`src/rtl/prog_mem_pkg.sv`:
```
// prog_mem_pkg: shared definitions for the program-memory responder.
//
// Contents:
//   DefaultAddrW / DefaultDataW : default address and word widths.
//   ParW                        : parity bits stored per word (1 with PROG_MEM_PARITY_EN, else 0).
//   state_e                     : controller state (StLoad = LOAD, StServe = SERVE).
//
// Configuration macro: PROG_MEM_PARITY_EN (adds one even-parity bit per stored word).

package prog_mem_pkg;

  localparam int unsigned DefaultAddrW = 8;
  localparam int unsigned DefaultDataW = 8;

`ifdef PROG_MEM_PARITY_EN
  localparam int unsigned ParW = 1;
`else
  localparam int unsigned ParW = 0;
`endif

  typedef enum logic [0:0] {
    StLoad  = 1'b0,
    StServe = 1'b1
  } state_e;

endpackage

```
`src/rtl/prog_mem_array.sv`:
```
// prog_mem_array: single-write, single-read storage array with no reset.
//
// Writes are synchronous on the rising edge of clk_i when we_i is high. The read port is
// combinational; the owning block registers the read word, so the overall read latency seen by
// the CPU is one cycle. Contents survive reset by design.
//
// Ports:
//   clk_i   : clock
//   we_i    : write enable
//   waddr_i : write address
//   wdata_i : write word (Width bits, includes parity when enabled by the owner)
//   raddr_i : read address
//   rdata_o : read word at raddr_i

module prog_mem_array #(
  parameter int unsigned AddrW = 8,
  parameter int unsigned Width = 8,
  parameter int unsigned Depth = 256
) (
  input  logic             clk_i,
  input  logic             we_i,
  input  logic [AddrW-1:0] waddr_i,
  input  logic [Width-1:0] wdata_i,
  input  logic [AddrW-1:0] raddr_i,
  output logic [Width-1:0] rdata_o
);

  logic [Width-1:0] mem_q [Depth];

  always_ff @(posedge clk_i) begin
    if (we_i) begin
      mem_q[waddr_i] <= wdata_i;
    end
  end

  assign rdata_o = mem_q[raddr_i];

endmodule

```
`src/rtl/prog_mem_responder.sv`:
```
// prog_mem_responder: loadable program memory with a registered CPU read port.
//
// After reset the block sits in LOAD and accepts a stream of words (load_valid/load_data/
// load_last), writing them to consecutive addresses from 0. The final word (load_last) or a
// write to address DEPTH-1 moves it to SERVE, where rd_addr is sampled every cycle and the
// addressed word appears on rd_data one cycle later with rd_valid=1. A reload pulse in SERVE
// returns to LOAD with the write pointer cleared. Memory contents are not cleared by reset.
//
// Ports:
//   clk          : clock, all state changes on the rising edge
//   rst          : synchronous active-high reset, highest priority
//   rd_addr      : CPU read address (SERVE)
//   rd_data      : registered read word, 0 while not valid
//   rd_valid     : rd_data holds the word for the address sampled one cycle earlier
//   load_valid   : load_data valid this cycle
//   load_data    : next program word
//   load_last    : current load word is the final one (qualified by load_valid)
//   load_ready   : block accepts load words this cycle (LOAD)
//   reload       : one-cycle request to re-enter LOAD (ignored in LOAD)
//   loaded_words : words written since the last load start
//   par_err      : (PROG_MEM_PARITY_EN only) parity mismatch on the registered read word
//
// Configuration macro: PROG_MEM_PARITY_EN adds per-word even parity and the par_err port.

module prog_mem_responder
  import prog_mem_pkg::*;
#(
  parameter int unsigned ADDR_W = DefaultAddrW,
  parameter int unsigned DATA_W = DefaultDataW,
  parameter int unsigned DEPTH  = 2 ** ADDR_W
) (
  input  logic              clk,
  input  logic              rst,
  input  logic [ADDR_W-1:0] rd_addr,
  output logic [DATA_W-1:0] rd_data,
  output logic              rd_valid,
  input  logic              load_valid,
  input  logic [DATA_W-1:0] load_data,
  input  logic              load_last,
  output logic              load_ready,
  input  logic              reload,
  output logic [ADDR_W:0]   loaded_words
`ifdef PROG_MEM_PARITY_EN
  ,
  output logic              par_err
`endif
);

  localparam int unsigned MemW = DATA_W + ParW;

  state_e            state_q;
  // One bit wider than the address so a full load ends at DEPTH instead of wrapping to 0.
  // The pointer and the written-word count always move together, so one register serves both.
  logic [ADDR_W:0]   load_ptr_q;
  logic [DATA_W-1:0] rd_data_q;
  logic              rd_valid_q;
  logic              load_ready_q;

  logic              mem_we;
  logic [MemW-1:0]   mem_wdata;
  logic [MemW-1:0]   mem_rdata;
  logic              at_last_addr;

  // rst gates the write so a reset cycle never stores a word.
  assign mem_we       = (state_q == StLoad) && load_valid && !rst;
  assign at_last_addr = (load_ptr_q == (ADDR_W + 1)'(DEPTH - 1));

`ifdef PROG_MEM_PARITY_EN
  logic par_err_q;

  // Even parity: the stored bit makes the total number of ones in the word even.
  assign mem_wdata = {^load_data, load_data};
`else
  assign mem_wdata = load_data;
`endif

  prog_mem_array #(
    .AddrW (ADDR_W),
    .Width (MemW),
    .Depth (DEPTH)
  ) u_array (
    .clk_i   (clk),
    .we_i    (mem_we),
    .waddr_i (load_ptr_q[ADDR_W-1:0]),
    .wdata_i (mem_wdata),
    .raddr_i (rd_addr),
    .rdata_o (mem_rdata)
  );

  always_ff @(posedge clk) begin
    if (rst) begin
      state_q      <= StLoad;
      load_ptr_q   <= '0;
      rd_data_q    <= '0;
      rd_valid_q   <= 1'b0;
      load_ready_q <= 1'b1;
`ifdef PROG_MEM_PARITY_EN
      par_err_q    <= 1'b0;
`endif
    end else begin
      unique case (state_q)
        StLoad: begin
          rd_data_q  <= '0;
          rd_valid_q <= 1'b0;
`ifdef PROG_MEM_PARITY_EN
          par_err_q  <= 1'b0;
`endif
          // reload is deliberately not looked at here.
          if (load_valid) begin
            load_ptr_q <= load_ptr_q + (ADDR_W + 1)'(1);
            if (load_last || at_last_addr) begin
              state_q      <= StServe;
              load_ready_q <= 1'b0;
            end
          end
        end

        StServe: begin
          if (reload) begin
            state_q      <= StLoad;
            load_ptr_q   <= '0;
            rd_data_q    <= '0;
            rd_valid_q   <= 1'b0;
            load_ready_q <= 1'b1;
`ifdef PROG_MEM_PARITY_EN
            par_err_q    <= 1'b0;
`endif
          end else begin
            // rd_valid rises one cycle after entry: the first SERVE cycle is the first sample.
            rd_data_q  <= mem_rdata[DATA_W-1:0];
            rd_valid_q <= 1'b1;
`ifdef PROG_MEM_PARITY_EN
            par_err_q  <= ^mem_rdata;
`endif
          end
        end
      endcase
    end
  end

  assign rd_data      = rd_data_q;
  assign rd_valid     = rd_valid_q;
  assign load_ready   = load_ready_q;
  assign loaded_words = load_ptr_q;

`ifdef PROG_MEM_PARITY_EN
  assign par_err = par_err_q;
`endif

endmodule
```
`config.mk`:
```
export PLATFORM = sky130hd
export DESIGN_NAME = prog_mem_responder
export DESIGN_NICKNAME = d
export VERILOG_FILES = /design/src/rtl/prog_mem_pkg.sv /design/src/rtl/prog_mem_array.sv /design/src/rtl/prog_mem_responder.sv
export SDC_FILE = /design/constraint.sdc
export NUM_CORES = 2
export LEC_CHECK = 0
export CORE_UTILIZATION = 60
export CTS_BUF_LIST = sky130_fd_sc_hd__clkbuf_4 sky130_fd_sc_hd__clkbuf_8 sky130_fd_sc_hd__clkbuf_16
export DETAILED_ROUTE_END_ITERATION = 8
export PLACE_DENSITY_LB_ADDON = 0.2
export SLEW_MARGIN = 20
export SYNTH_ARGS = -nofsm -noshare
export SYNTH_HDL_FRONTEND = slang
export SYNTH_SLANG_ARGS = --single-unit
export TNS_END_PERCENT = 100
```
`constraint.sdc`:
```
create_clock -name clk -period 3.13 [get_ports clk]
set_clock_uncertainty 0.15 [all_clocks]
set_input_delay 0.313 -clock clk [delete_from_list [all_inputs] [get_ports clk]]
set_output_delay 0.313 -clock clk [all_outputs]
set_load 0.005 [all_outputs]
```
==> summary.md <==
| Metric | Value |
|---|---|
| Outcome | `finished, final reports clean` |
| Total Wirelength | `214 mm` |
| Max-slew violations | `0` |
| Setup crit end kind | `flip-flop` |
| Worst-path fanout max | `10` |
| Worst hold path depth | `4` |
| Compound-gate portion of the synthesized area | `3.65%` |
| Final Wtd Congestion | `0.887` |
| Post-synth EDFFs | `2048` |
| Crit path buffers/inverters | `3` |
| Post-Place Setup Slack | `-429 ps` |
| First-pass GRT wire length | `305 mm` |
| Main synth FF type | `edfxtp_1` |
| Crit path depth | `9` |
| Num rows | `134` |
| Slew HR | `23.5%` |
| Seq pwr share | `53.1%` |
| Area growth, synth to finish | `15.1%` |
| Mean Syn Cell Area | `20.7 um2` |
| Worst R2R Path Depth | `7` |
| Clock group share of total power | `41.7%` |
| Synth Warn # | `0` |
| Setup_tns | `0 ps` |
| Synth async-reset ratio | `0%` |
| DIE HEIGHT | `about 370 um` |
| Fraction of layout cells with a size suffix above 1 | `27.2%` |
| # placed instances | `6051` |
| Critical path's top delay family | `simple AND/OR/NAND/NOR gates` |
| Switching power | `about 0.012 W` |
| Largest net degree at the start of global routing | `between 100 and 150` |
| Netlist Area Pre-Place | `between 0.08 and 0.09 mm2` |
| Syn Inst Count | `3939` |
| Final period utilization | `a little over nine tenths` |
| Yosys cell types | `79` |
| Final setup fails | `0` |
| Final hold vios | `0` |
| Initial Utilization | `60.7%` |
| DP HPWL | `137 mm` |
| Crit start category | `primary input` |
| Sw frac | `21.2%` |
| TritonRoute pass-1 iters | `5` |
| Class of the most critical setup path | `primary input to flip-flop` |
| Wirelength per Cell | `33.2 um` |
| Arrival time at the worst endpoint | `3520 ps` |
| Port buffer count | `39` |
| F_max | `337 MHz` |
| WP data required | `3690 ps` |
| H-tree levels | `4` |
| Final cell count without fillers | `6442` |
| Final Worst Setup Slack | `between 150 and 200 ps` |
| Total internal power | `0.0451 W` |
| RSZ-0062 raised after global routing | `no` |
| 1st-iter DRT viols | `6439` |
| Gr usage total | `31.7%` |
| Area of the multi-input gates | `0.0175 mm2` |
| Initial antenna violation count | `8` |
| Min-Delay Path Class | `primary input to flip-flop` |
| Fillers | `8053` |
| Num Clock Sinks | `approximately 2.1k` |
| Vias | `43.3k` |
| Hold path start | `load_valid` |
| Vias per cell | `6.72` |
| CTS tree | `built` |
| CP cell instances | `dlygate4sd3_1, buf_2, buf_4, nand3b_1, nor2_1, a31oi_1, and3_1, o211ai_1, o32ai_2` |
| Pwr per Cell Area | `612 mW/mm2` |
| DR DRC count | `0` |
| Worst R2R Start | `u_array.mem_q[93][0]$_DFFE_PP_` |
| Max IR drop VDD | `0.000611 V` |
| CP max stage cell | `nor2_1` |
| Vias in the first global route | `42.5k` |
| Congestion Overflow GR | `0` |
| Setup crit start | `rd_addr[3]` |
| Die W | `roughly 370 um` |
| Synth Area in XOR/XNOR | `0.0754%` |
| Period minus WS final | `2960 ps` |
| Die ar. | `0.137 mm2` |
| Post-synthesis mux area share | `between 10% and 20%` |
| Register Area | `a little over 0.06 mm2` |
| Reg clk slew, reported paths | `70 ps` |
| Post-synthesis adder-cell area fraction | `0.0769%` |
| Post-synthesis sequential area ratio | `between 70% and 80%` |
| Main combinational cell family by area after synthesis | `multiplexers` |
| Final Util | `69.9%` |
| Core box area | `0.134 mm2` |
| # Max-Cap Violations | `0` |
| P_leak | `30.8 nW` |
| Simple-gate share of the synthesized area | `2.82%` |
| # IOs | `40` |
| CTS Buffer Depth | `3` |
| Nets@finish | `4523` |
| Root buf cell | `clkbuf_16` |
| Post-DRT Antenna Nets | `0` |
| Number of buffers created by CTS | `about 200` |
| Comb power frac | `5.2%` |
| Critical path's largest stage delay | `640 ps` |
| Worst skew pair latency | `approximately 840 ps` |
| Synth Register Bits | `slightly above 2k` |
| Worst-Margin Slew | `1140 ps` |
| Net count after synthesis | `3965` |
-- metrics by stage --
stage | cell area (um2) | hold slack, ps | total power (W)
after floorplan | 81300 | 235 | 0.0325
after global placement | 87000 | 377 | 0.0339
after detailed placement | 87000 | 373 | 0.0339
after CTS | 93700 | 157 | 0.0575
after global routing | 93700 | 197 | 0.0586
final | 93700 | 218 | 0.0573
-- flip-flops by register name, indices dropped and copies added, names as in the netlist --
signal	cells
load_ready	1
loaded_words	9
rd_data	8
rd_valid	1
state_q	1
u_array.mem_q	2048
-- power by group through the flow --
| stage | combinational (W) | sequential (W) | clock [W] |
|---|---|---|---|
| after floorplan | 0.00151 | 0.0310 | 0 |
| after global placement | 0.00287 | 0.0310 | 0 |
| after detailed placement | 0.00292 | 0.0310 | 0 |
| after CTS | 0.00294 | 0.0304 | 0.0241 |
| after global routing | 0.00307 | 0.0304 | 0.0251 |
| final | 0.00296 | 0.0304 | 0.0239 |
-- Yosys cell counts, types with 5 or more instances --
master / n / area, um2
edfxtp_1: 2048 / 61500
mux4_2: 350 / 7880
nor2_1: 305 / 1140
mux2i_1: 268 / 2680
o221ai_1: 87 / 762
clkbuf_1: 72 / 270
o22ai_1: 64 / 400
a21oi_1: 62 / 310
buf_2: 56 / 280
mux4_1: 53 / 1390
a22oi_1: 51 / 383
nand3_1: 50 / 250
o21ai_0: 49 / 245
nand2_1: 46 / 173
buf_6: 39 / 439
and2_1: 25 / 156
buf_8: 23 / 345
nor3_1: 23 / 115
a31oi_1: 22 / 138
dfxtp_1: 20 / 400
buf_12: 18 / 360
nand4_1: 18 / 113
a2111oi_0: 15 / 131
clkbuf_4: 12 / 90.1
nor2b_1: 12 / 75.1
mux2_2: 10 / 113
buf_4: 9 / 67.6
nand2b_1: 7 / 43.8
nor4_1: 7 / 43.8
a211oi_1: 6 / 45.0
inv_1: 6 / 22.5
a311oi_1: 5 / 43.8
ha_1: 5 / 62.6
o211ai_1: 5 / 37.5
o221ai_2: 5 / 75.1
o22a_1: 5 / 43.8
o32ai_1: 5 / 43.8
xor2_1: 5 / 43.8
-- metal layers --
layer | share of wire (%) | global-route usage (%) | vias up
met5 | 0.017 | 0 | -
met4 | 3.7 | 11.3 | 6
met3 | 12 | 8.03 | 374
met2 | 46 | 47.8 | 2829
met1 | 38 | 45.4 | 22500
li1 | - | - | 17600
-- path summary, 6_finish.rpt --
kind,slack [ps],end
worst min-delay path,220,loaded_words[0]$_SDFFE_PP0P_
worst max-delay path,170,rd_data[2]$_SDFF_PP0_
worst max register to register,300,rd_data[0]$_SDFF_PP0_
worst min register to register,420,load_ready$_SDFFE_PP1P_
-- worst register-to-register path, stage by stage (launching register included) --
cell and delay [ps]:
edfxtp_1 360, mux2i_1 100, o221ai_1 320, a21oi_1 100
o21ai_0 760, buf_4 260, nand4_1 310, o32ai_1 390
-- kinds of logic after synthesis --
| logic type | Yosys count |
|---|---|
| compound gates | 413 |
| mux | 681 |
| flops | 2068 |
| fa+ha+maj | 5 |
| xor+xnor | 7 |
| buf+inv | 248 |
| simple gates | 517 |
-- cells in the final DEF, fill, tap and decap left out, types with 55 or more instances in the layout --
cell type  Yosys  final
buf_4          9    482
buf_12        18     62
mux4_2       350    350
nor2_1       305    304
clkbuf_16      0    204
clkinv_1       0     55
mux2i_1      268    268
o221ai_1      87     87
edfxtp_1    2048   2048
a21oi_1       62     62
o22ai_1       64     64
-- what timing repair did --
| action | 4_1_cts | 5_1_grt |
|---|---|---|
| resized for setup | 0 | 0 |
| setup buffers | 0 | 0 |
| endpoints found under the hold margin | 452 | 0 |
| hold buffers | 11 | 0 |
| setup endpoints to repair | 0 | 0 |
-- area by class of cell --
cell class	instances	share of cell area (%)
tap	1768	2.36
timing repair buffer	595	5.77
clock buffer	246	5.84
inverter	8	0.0374
multi-input combinational	1623	18.7
antenna	2	0.00534
clock inverter	132	1.18
sequential	2068	66.1
(Power assumes the default switching activity.)
